[config.mk]
export PLATFORM = sky130hd
export DESIGN_NAME = keypad_decoder_flat
export DESIGN_NICKNAME = d
export VERILOG_FILES = /design/src/rtl/keypad_pkg.sv /design/src/rtl/keypad_if.sv /design/src/rtl/row_sync.sv /design/src/rtl/keypad_decoder.sv /design/src/flat_wrapper.sv
export SDC_FILE = /design/constraint.sdc
export NUM_CORES = 1
export LEC_CHECK = 0
export CORE_MARGIN = 2
export CORE_UTILIZATION = 52
export DETAILED_ROUTE_END_ITERATION = 10
export PLACE_DENSITY = 0.73
export SETUP_SLACK_MARGIN = 0.05
export SLEW_MARGIN = 15
export SYNTH_ARGS = -nofsm -noshare
export SYNTH_HDL_FRONTEND = slang
export SYNTH_SLANG_ARGS = --single-unit
[constraint.sdc]
create_clock -name clk -period 5.1 [get_ports clk]
set_clock_uncertainty 0.1 [all_clocks]
set_input_delay 0.51 -clock clk [delete_from_list [all_inputs] [get_ports clk]]
set_output_delay 0.51 -clock clk [all_outputs]
set_load 0.01 [all_outputs]
[src/rtl/keypad_pkg.sv]
// Shared types and constants for the 4x4 keypad path (scanner and decoder).
package keypad_pkg;

  localparam int DEF_COLS = 4;
  localparam int DEF_ROWS = 4;

  typedef enum logic [1:0] {
    IDLE     = 2'd0,
    DEBOUNCE = 2'd1,
    PRESSED  = 2'd2,
    RELEASE  = 2'd3
  } state_t;

  typedef enum logic [1:0] {
    NONE   = 2'd0,
    SINGLE = 2'd1,
    MULTI  = 2'd2
  } frame_res_t;

  // Width of {row_idx, col_idx}
  function automatic int code_w(input int cols, input int rows);
    return $clog2(cols) + $clog2(rows);
  endfunction

endpackage

[src/rtl/keypad_if.sv]
// Keypad decoder bus: scanner column drive and row pins in, decoded key events out.
interface keypad_if
  import keypad_pkg::*;
#(
  parameter int COLS = DEF_COLS,
  parameter int ROWS = DEF_ROWS
) ();

  localparam int KW = code_w(COLS, ROWS);

  logic [COLS-1:0] col;
  logic [ROWS-1:0] row_raw;
  logic [KW-1:0]   key_code;
  logic            key_valid;
  logic            key_held;
  logic            key_release;
  logic            multi_key;

  modport master (
    output col,
    output row_raw,
    input  key_code,
    input  key_valid,
    input  key_held,
    input  key_release,
    input  multi_key
  );

  modport slave (
    input  col,
    input  row_raw,
    output key_code,
    output key_valid,
    output key_held,
    output key_release,
    output multi_key
  );

endinterface

[src/rtl/row_sync.sv]
// Two-flop synchroniser for asynchronous row pins, preset to a chosen idle level.
module row_sync #(
  parameter int           W       = 4,
  parameter logic [W-1:0] RST_VAL = '0
) (
  input  logic         clk,
  input  logic         rst_n,
  input  logic [W-1:0] d,
  output logic [W-1:0] q
);

  logic [W-1:0] meta_p0;
  logic [W-1:0] sync_p1;

  always_ff @(posedge clk or negedge rst_n) begin
    if (!rst_n) begin
      meta_p0 <= RST_VAL;
      sync_p1 <= RST_VAL;
    end else begin
      meta_p0 <= d;
      sync_p1 <= meta_p0;
    end
  end

  assign q = sync_p1;

endmodule

[src/rtl/keypad_decoder.sv]
// Frame-based keypad decoder: builds one keypad frame per scan rotation and debounces across frames.
module keypad_decoder
  import keypad_pkg::*;
#(
  parameter int COLS            = DEF_COLS,
  parameter int ROWS            = DEF_ROWS,
  parameter int DEBOUNCE_FRAMES = 4,
  parameter bit ROW_ACTIVE_LOW  = 1'b1,
  parameter bit COL_ACTIVE_LOW  = 1'b0
) (
  input  logic     clk,
  input  logic     rst_n,
  keypad_if.slave  bus
);

  localparam int CW    = $clog2(COLS);
  localparam int RW    = $clog2(ROWS);
  localparam int KW    = code_w(COLS, ROWS);
  localparam int CNT_W = $clog2(DEBOUNCE_FRAMES + 1);

  localparam logic [ROWS-1:0]  ROW_IDLE = {ROWS{ROW_ACTIVE_LOW}};
  localparam logic [CNT_W-1:0] DF_CNT   = CNT_W'(DEBOUNCE_FRAMES);
  localparam logic [CNT_W-1:0] CNT_ONE  = CNT_W'(1);
  localparam bit               ONE_SHOT = (DEBOUNCE_FRAMES == 1);

  function automatic logic [1:0] sat_pop(input logic [ROWS-1:0] v);
    int n;
    n = $countones(v);
    return (n >= 2) ? 2'd2 : 2'(n);
  endfunction

  function automatic logic [1:0] sat_add(input logic [1:0] a, input logic [1:0] b);
    logic [2:0] s;
    s = {1'b0, a} + {1'b0, b};
    return (s >= 3'd2) ? 2'd2 : s[1:0];
  endfunction

  // Lowest active row wins, so scan downwards and let the last match stick.
  function automatic logic [RW-1:0] row_index(input logic [ROWS-1:0] v);
    logic [RW-1:0] idx;
    idx = '0;
    for (int i = ROWS - 1; i >= 0; i--) begin
      if (v[i]) idx = i[RW-1:0];
    end
    return idx;
  endfunction

  function automatic logic [CW-1:0] col_index(input logic [COLS-1:0] v);
    logic [CW-1:0] idx;
    idx = '0;
    for (int i = 0; i < COLS; i++) begin
      if (v[i]) idx = i[CW-1:0];
    end
    return idx;
  endfunction

  logic [ROWS-1:0] row_sync_q;
  logic [ROWS-1:0] row_s;
  logic [ROWS-1:0] row_q;
  logic [COLS-1:0] col_n;
  logic [COLS-1:0] col_d;

  logic            step;
  logic            col_onehot;
  logic            leave_first;
  logic            leave_last;
  logic            active;
  logic            frame_end;

  logic            in_frame_q;
  logic [1:0]      hits_q;
  logic [KW-1:0]   first_q;
  logic [1:0]      hit_here;
  logic [1:0]      base_hits;
  logic [KW-1:0]   base_first;
  logic [1:0]      hits_sum;
  logic [KW-1:0]   first_sum;
  frame_res_t      res;

  state_t          state_q, state_n;
  logic [CNT_W-1:0] cnt_q, cnt_n, cnt_inc;
  logic [KW-1:0]   cand_q, cand_n;
  logic [KW-1:0]   key_code_q, code_n;
  logic            key_valid_q, valid_n;
  logic            key_release_q, release_n;
  logic            key_held_q, held_n;
  logic            multi_q, multi_n;

  row_sync #(
    .W       (ROWS),
    .RST_VAL (ROW_IDLE)
  ) u_row_sync (
    .clk   (clk),
    .rst_n (rst_n),
    .d     (bus.row_raw),
    .q     (row_sync_q)
  );

  assign row_s = ROW_ACTIVE_LOW ? ~row_sync_q : row_sync_q;
  assign col_n = COL_ACTIVE_LOW ? ~bus.col : bus.col;

  // Step: the scanner has moved on; row_q still belongs to column col_d.
  assign step        = (col_n != col_d);
  assign col_onehot  = $onehot(col_d);
  assign leave_first = step && col_onehot && col_d[0];
  assign leave_last  = step && col_onehot && col_d[COLS-1];
  assign active      = leave_first || in_frame_q;
  assign frame_end   = leave_last && active;

  assign hit_here   = sat_pop(row_q);
  assign base_hits  = leave_first ? 2'd0 : hits_q;
  assign base_first = leave_first ? '0 : first_q;
  assign hits_sum   = sat_add(base_hits, hit_here);
  assign first_sum  = (base_hits == 2'd0 && row_q != '0) ?
                      {row_index(row_q), col_index(col_d)} : base_first;

  always_comb begin
    res = NONE;
    if (hits_sum >= 2'd2)      res = MULTI;
    else if (hits_sum == 2'd1) res = SINGLE;
  end

  // Stage p0: column tracking and frame accumulation
  always_ff @(posedge clk or negedge rst_n) begin
    if (!rst_n) begin
      col_d      <= '0;
      row_q      <= '0;
      in_frame_q <= 1'b0;
      hits_q     <= 2'd0;
      first_q    <= '0;
    end else begin
      col_d <= col_n;
      row_q <= row_s;
      if (step) begin
        // An invalid column, the frame end, or an unsynchronised frame all clear the accumulators.
        if (!col_onehot || leave_last || !active) begin
          in_frame_q <= 1'b0;
          hits_q     <= 2'd0;
          first_q    <= '0;
        end else begin
          in_frame_q <= 1'b1;
          hits_q     <= hits_sum;
          first_q    <= first_sum;
        end
      end
    end
  end

  assign cnt_inc = cnt_q + CNT_ONE;

  always_comb begin
    state_n   = state_q;
    cnt_n     = cnt_q;
    cand_n    = cand_q;
    code_n    = key_code_q;
    valid_n   = 1'b0;
    release_n = 1'b0;
    multi_n   = multi_q;
    if (frame_end) begin
      multi_n = (res == MULTI);
      case (state_q)
        IDLE: begin
          if (res == SINGLE) begin
            cand_n = first_sum;
            if (ONE_SHOT) begin
              state_n = PRESSED;
              code_n  = first_sum;
              valid_n = 1'b1;
              cnt_n   = '0;
            end else begin
              state_n = DEBOUNCE;
              cnt_n   = CNT_ONE;
            end
          end
        end
        DEBOUNCE: begin
          if (res == SINGLE && first_sum == cand_q) begin
            if (cnt_inc == DF_CNT) begin
              state_n = PRESSED;
              code_n  = cand_q;
              valid_n = 1'b1;
              cnt_n   = '0;
            end else begin
              cnt_n = cnt_inc;
            end
          end else begin
            state_n = IDLE;
            cnt_n   = '0;
          end
        end
        PRESSED: begin
          if (res == NONE) begin
            if (ONE_SHOT) begin
              state_n   = IDLE;
              release_n = 1'b1;
              cnt_n     = '0;
            end else begin
              state_n = RELEASE;
              cnt_n   = CNT_ONE;
            end
          end
        end
        RELEASE: begin
          if (res == NONE) begin
            if (cnt_inc == DF_CNT) begin
              state_n   = IDLE;
              release_n = 1'b1;
              cnt_n     = '0;
            end else begin
              cnt_n = cnt_inc;
            end
          end else begin
            state_n = PRESSED;
            cnt_n   = '0;
          end
        end
        default: begin
          state_n = IDLE;
          cnt_n   = '0;
        end
      endcase
    end
    held_n = (state_n == PRESSED) || (state_n == RELEASE);
  end

  // Stage p1: debounce state and registered outputs
  always_ff @(posedge clk or negedge rst_n) begin
    if (!rst_n) begin
      state_q       <= IDLE;
      cnt_q         <= '0;
      cand_q        <= '0;
      key_code_q    <= '0;
      key_valid_q   <= 1'b0;
      key_release_q <= 1'b0;
      key_held_q    <= 1'b0;
      multi_q       <= 1'b0;
    end else begin
      state_q       <= state_n;
      cnt_q         <= cnt_n;
      cand_q        <= cand_n;
      key_code_q    <= code_n;
      key_valid_q   <= valid_n;
      key_release_q <= release_n;
      key_held_q    <= held_n;
      multi_q       <= multi_n;
    end
  end

  assign bus.key_code    = key_code_q;
  assign bus.key_valid   = key_valid_q;
  assign bus.key_release = key_release_q;
  assign bus.key_held    = key_held_q;
  assign bus.multi_key   = multi_q;

endmodule

[src/flat_wrapper.sv]
// flat-port wrapper written by rule: the top's interface ports become plain ports
module keypad_decoder_flat import keypad_pkg::*;
#(
  parameter int COLS            = DEF_COLS,
  parameter int ROWS            = DEF_ROWS,
  parameter int DEBOUNCE_FRAMES = 4,
  parameter bit ROW_ACTIVE_LOW  = 1'b1,
  parameter bit COL_ACTIVE_LOW  = 1'b0
)
  (clk, rst_n, bus_col, bus_row_raw, bus_key_code, bus_key_valid, bus_key_held, bus_key_release, bus_multi_key);
  keypad_if #(.COLS(COLS), .ROWS(ROWS)) bus_i ();
  input  logic clk;
  input  logic rst_n;
  input wire logic [$bits(bus_i.col)-1:0] bus_col;
  input wire logic [$bits(bus_i.row_raw)-1:0] bus_row_raw;
  output wire logic [$bits(bus_i.key_code)-1:0] bus_key_code;
  output wire logic [$bits(bus_i.key_valid)-1:0] bus_key_valid;
  output wire logic [$bits(bus_i.key_held)-1:0] bus_key_held;
  output wire logic [$bits(bus_i.key_release)-1:0] bus_key_release;
  output wire logic [$bits(bus_i.multi_key)-1:0] bus_multi_key;
  assign bus_i.col = bus_col;
  assign bus_i.row_raw = bus_row_raw;
  assign bus_key_code = bus_i.key_code;
  assign bus_key_valid = bus_i.key_valid;
  assign bus_key_held = bus_i.key_held;
  assign bus_key_release = bus_i.key_release;
  assign bus_multi_key = bus_i.multi_key;
  keypad_decoder #(.COLS(COLS), .ROWS(ROWS), .DEBOUNCE_FRAMES(DEBOUNCE_FRAMES), .ROW_ACTIVE_LOW(ROW_ACTIVE_LOW), .COL_ACTIVE_LOW(COL_ACTIVE_LOW)) u_core (.clk(clk), .rst_n(rst_n), .bus(bus_i));
endmodule
==> summary.txt <==
peak supply drop = 0.1593 mV
R2R setup slack = 0.95 ns
GPL Wtd Cong = 0.9650
Flop pwr share = 46.8%
Achievable Freq = 240.7 MHz
Synth top area share = 38.14%
Leak = 1.118 nW
vias after detailed routing = 1470
critical path required time = 5.19 ns
initial core utilization = 53.25%
yosys warns = 0
Avg Synthesized Cell Area = 11.05 sq um
placed cell count = 254
Post-synth EDFFs = 0
synth unique cells = 47
Tmin final = 4.154 ns
worst-path cell chain = inv_1, ha_1, ha_1, fa_1, and4bb_2, o41ai_4, and2_1, ha_1, inv_1, fa_1, and2_1, nand2_1, a221oi_4, nand3_4, mux2_4
pin count of the biggest net entering global routing = 41
die area = 0.004562 sq mm
Pint = 0.5812 mW
Chip Width = 67.54 um
H-tree depth = 2
Comb pwr share = 21.9%
CTS tree = done
WL/cell = 14.74 um
slowest stage delay, CP = 0.50 ns
max_cap viols = 0
Sw Share = 31.34%
leading area contributor after synthesis = dfrtp_1
# rows = 23
WS Path Type = flop to flop
Clock Tree Buf Depth = 2
Antenna Nets Post-Route = 0
vias per cell = 5.611
top post-synthesis cells by area = dfrtp_1 (38%), dfstp_2 (10%), ha_1 (8.3%), fa_1 (2.9%), mux2_4 (2.9%)
worst hold path class = input pin to async pin
CP top delay family = adder cells
Setup violations, final = 0
Final Hold Fails = 0
clk slew on worst S/H paths = 0.08 ns
Routed WL = 3863 um
most frequent cells in the layout = dfrtp_1 (32), nor2_1 (16), clkdlybuf4s50_1 (16)
Mapped Area = 0.002100 sq mm
post-cts resize count = 0
Non-Filler Instances = 262
Gate Count Post-Synth = 190
Chip Height = 67.54 um
commonest non-fill, non-tap cell in the layout = dfrtp_1
worst skew pair latency = 0.30 ns
vias in the first global route = 1455
# nets final = 238
worst slew pin tran = 0.9598 ns
predominant post-synthesis flop cell = dfrtp_1
Yosys reg bits = 40
1st-iter DRT viols = 83
DRC viols = 0
setup_tns = 0 ns
Syn Nets = 217
Clk pwr share = 31.3%
Tot GR Track Use = 20.14%
PD cells = 348.2 mW/mm^2
Port Buf Inserts = 17
Core Area = 0.003943 sq mm
CTS root buffer = clkbuf_8
period utilization = 81.45%
CP endpoint kind = flop
Register-to-Register Path Depth = 15
Worst path slowest cell = fa_1
Area growth, synth to finish = 15.79%
initial antenna violation count = 0
CTS Sinks = 40
first-pass GRT wire length = 6775 um
reg2reg end = u_core.bus.key_code[3]
Num CTS Buffers = 5
Startpoint Class = flop
layout cells sized above 1 = 15.57%
Post-CTS Repair Setup Buffers = 0
max-slew violation count = 0
final core occ = 61.66%
Critical Path AT = 4.24 ns
Psw = 0.2653 mW
Hold Buf Count CTS = 0
CP most frequent cell = ha_1
I/O pin count = 18
Rel. slew slack = 35.48%
maximum fanout along the worst path = 10
sum of buffers and inverters on the critical path = 2
gr ovfl total = 0
RSZ-0062 raised after global routing = no
DRT Pass-1 Iters = 5
diode count = 0
Async S/R FF share, synth = 100.0%
Hold Worst Slack = 0.2133 ns
final setup margin = 0.9461 ns
DP HPWL = 2877 um
Critical R2R Launch = u_core.col_d[3]
fillcell total = 321
Placement Setup Slack = 0.9639 ns
status = complete, no violations
register area share after synthesis = 48.15%
[area by class of cell]
class / count / area (sq um) / share of cell area (%)
Tap cell: 50 / 62.56 / 2.573
Sequential cell: 40 / 1011 / 41.59
Clock inverter: 3 / 46.29 / 1.904
Clock buffer: 5 / 68.82 / 2.831
Timing Repair Buffer: 17 / 165.2 / 6.794
Multi-Input combinational cell: 133 / 1025 / 42.15
Inverter: 14 / 52.55 / 2.162
[how the worst max path moves through the flow]
stage,start,to,cells after the start
5_1_grt,u_core.col_d[3],u_core.cand_q[1],15
2_1_floorplan,u_core.col_d[3],u_core.bus.key_code[0],15
3_5_place_dp,u_core.col_d[3],u_core.bus.key_code[3],15
3_3_place_gp,u_core.col_d[3],u_core.bus.key_code[3],15
6_report,u_core.col_d[3],u_core.bus.key_code[3],15
4_1_cts,u_core.col_d[3],u_core.bus.key_code[1],15
[cell usage after synthesis (all sizes together) (2+ instances only)]
library cell / instances
dfrtp: 32
ha: 14
mux2: 4
a31oi: 2
o21ai: 12
and3: 5
inv: 14
dfstp: 8
xor2: 4
or3: 3
nand3: 7
clkbuf: 3
a211oi: 2
nor2b: 2
fa: 3
nor4: 4
and2: 5
mux2i: 2
nor2: 16
nand2: 15
a22o: 2
or2: 2
a21oi: 11
[metrics by stage]
| step | area (sq um) | power (mW) |
|---|---|---|
| floorplan | 2100 | 0.5274 |
| global placement | 2316 | 0.5736 |
| detailed placement | 2316 | 0.5870 |
| CTS | 2431 | 0.8531 |
| global route | 2431 | 0.8999 |
| finish | 2431 | 0.8464 |
[cells by family (layout without fill, tap and decap cells)]
logic type      Yosys count  count (layout)  synth area share, %
fa+ha+maj                17              17                11.20
mux                       6               6                3.814
buf+inv                  17              39                3.039
xor+xnor                  5               5                2.086
compound gates           40              40                14.18
simple gates             65              65                17.52
flops                    40              40                48.15
[routing by layer]
layer / up-vias / share of wire (%) / global-route usage, %
li1: 711 / - / -
met1: 713 / 43 / 25.35
met2: 39 / 50 / 33.82
met3: 7 / 4.8 / 4.000
met4: 0 / 1.6 / 8.163
met5: - / 0 / 0
[sequential cells by signal, indices dropped and copies added (netlist names), 2 cells and up]
register,cells
u_core.bus.key_code,4
u_core.cand_q,4
u_core.col_d,4
u_core.first_q,4
u_core.row_q,4
u_core.u_row_sync.meta_p0,4
u_core.u_row_sync.q,4
u_core.cnt_q,3
u_core.hits_q,2
u_core.state_q,2
[power groups by stage]
stage                     clock network (mW)  logic, mW  registers (mW)
after floorplan                            0      0.141           0.386
after detailed placement                   0      0.185           0.402
final                                  0.265      0.185           0.396
after global routing                   0.287      0.210           0.402
after global placement                     0      0.176           0.398
after CTS                              0.271      0.187           0.396
Power figures use the tool's default switching activity.
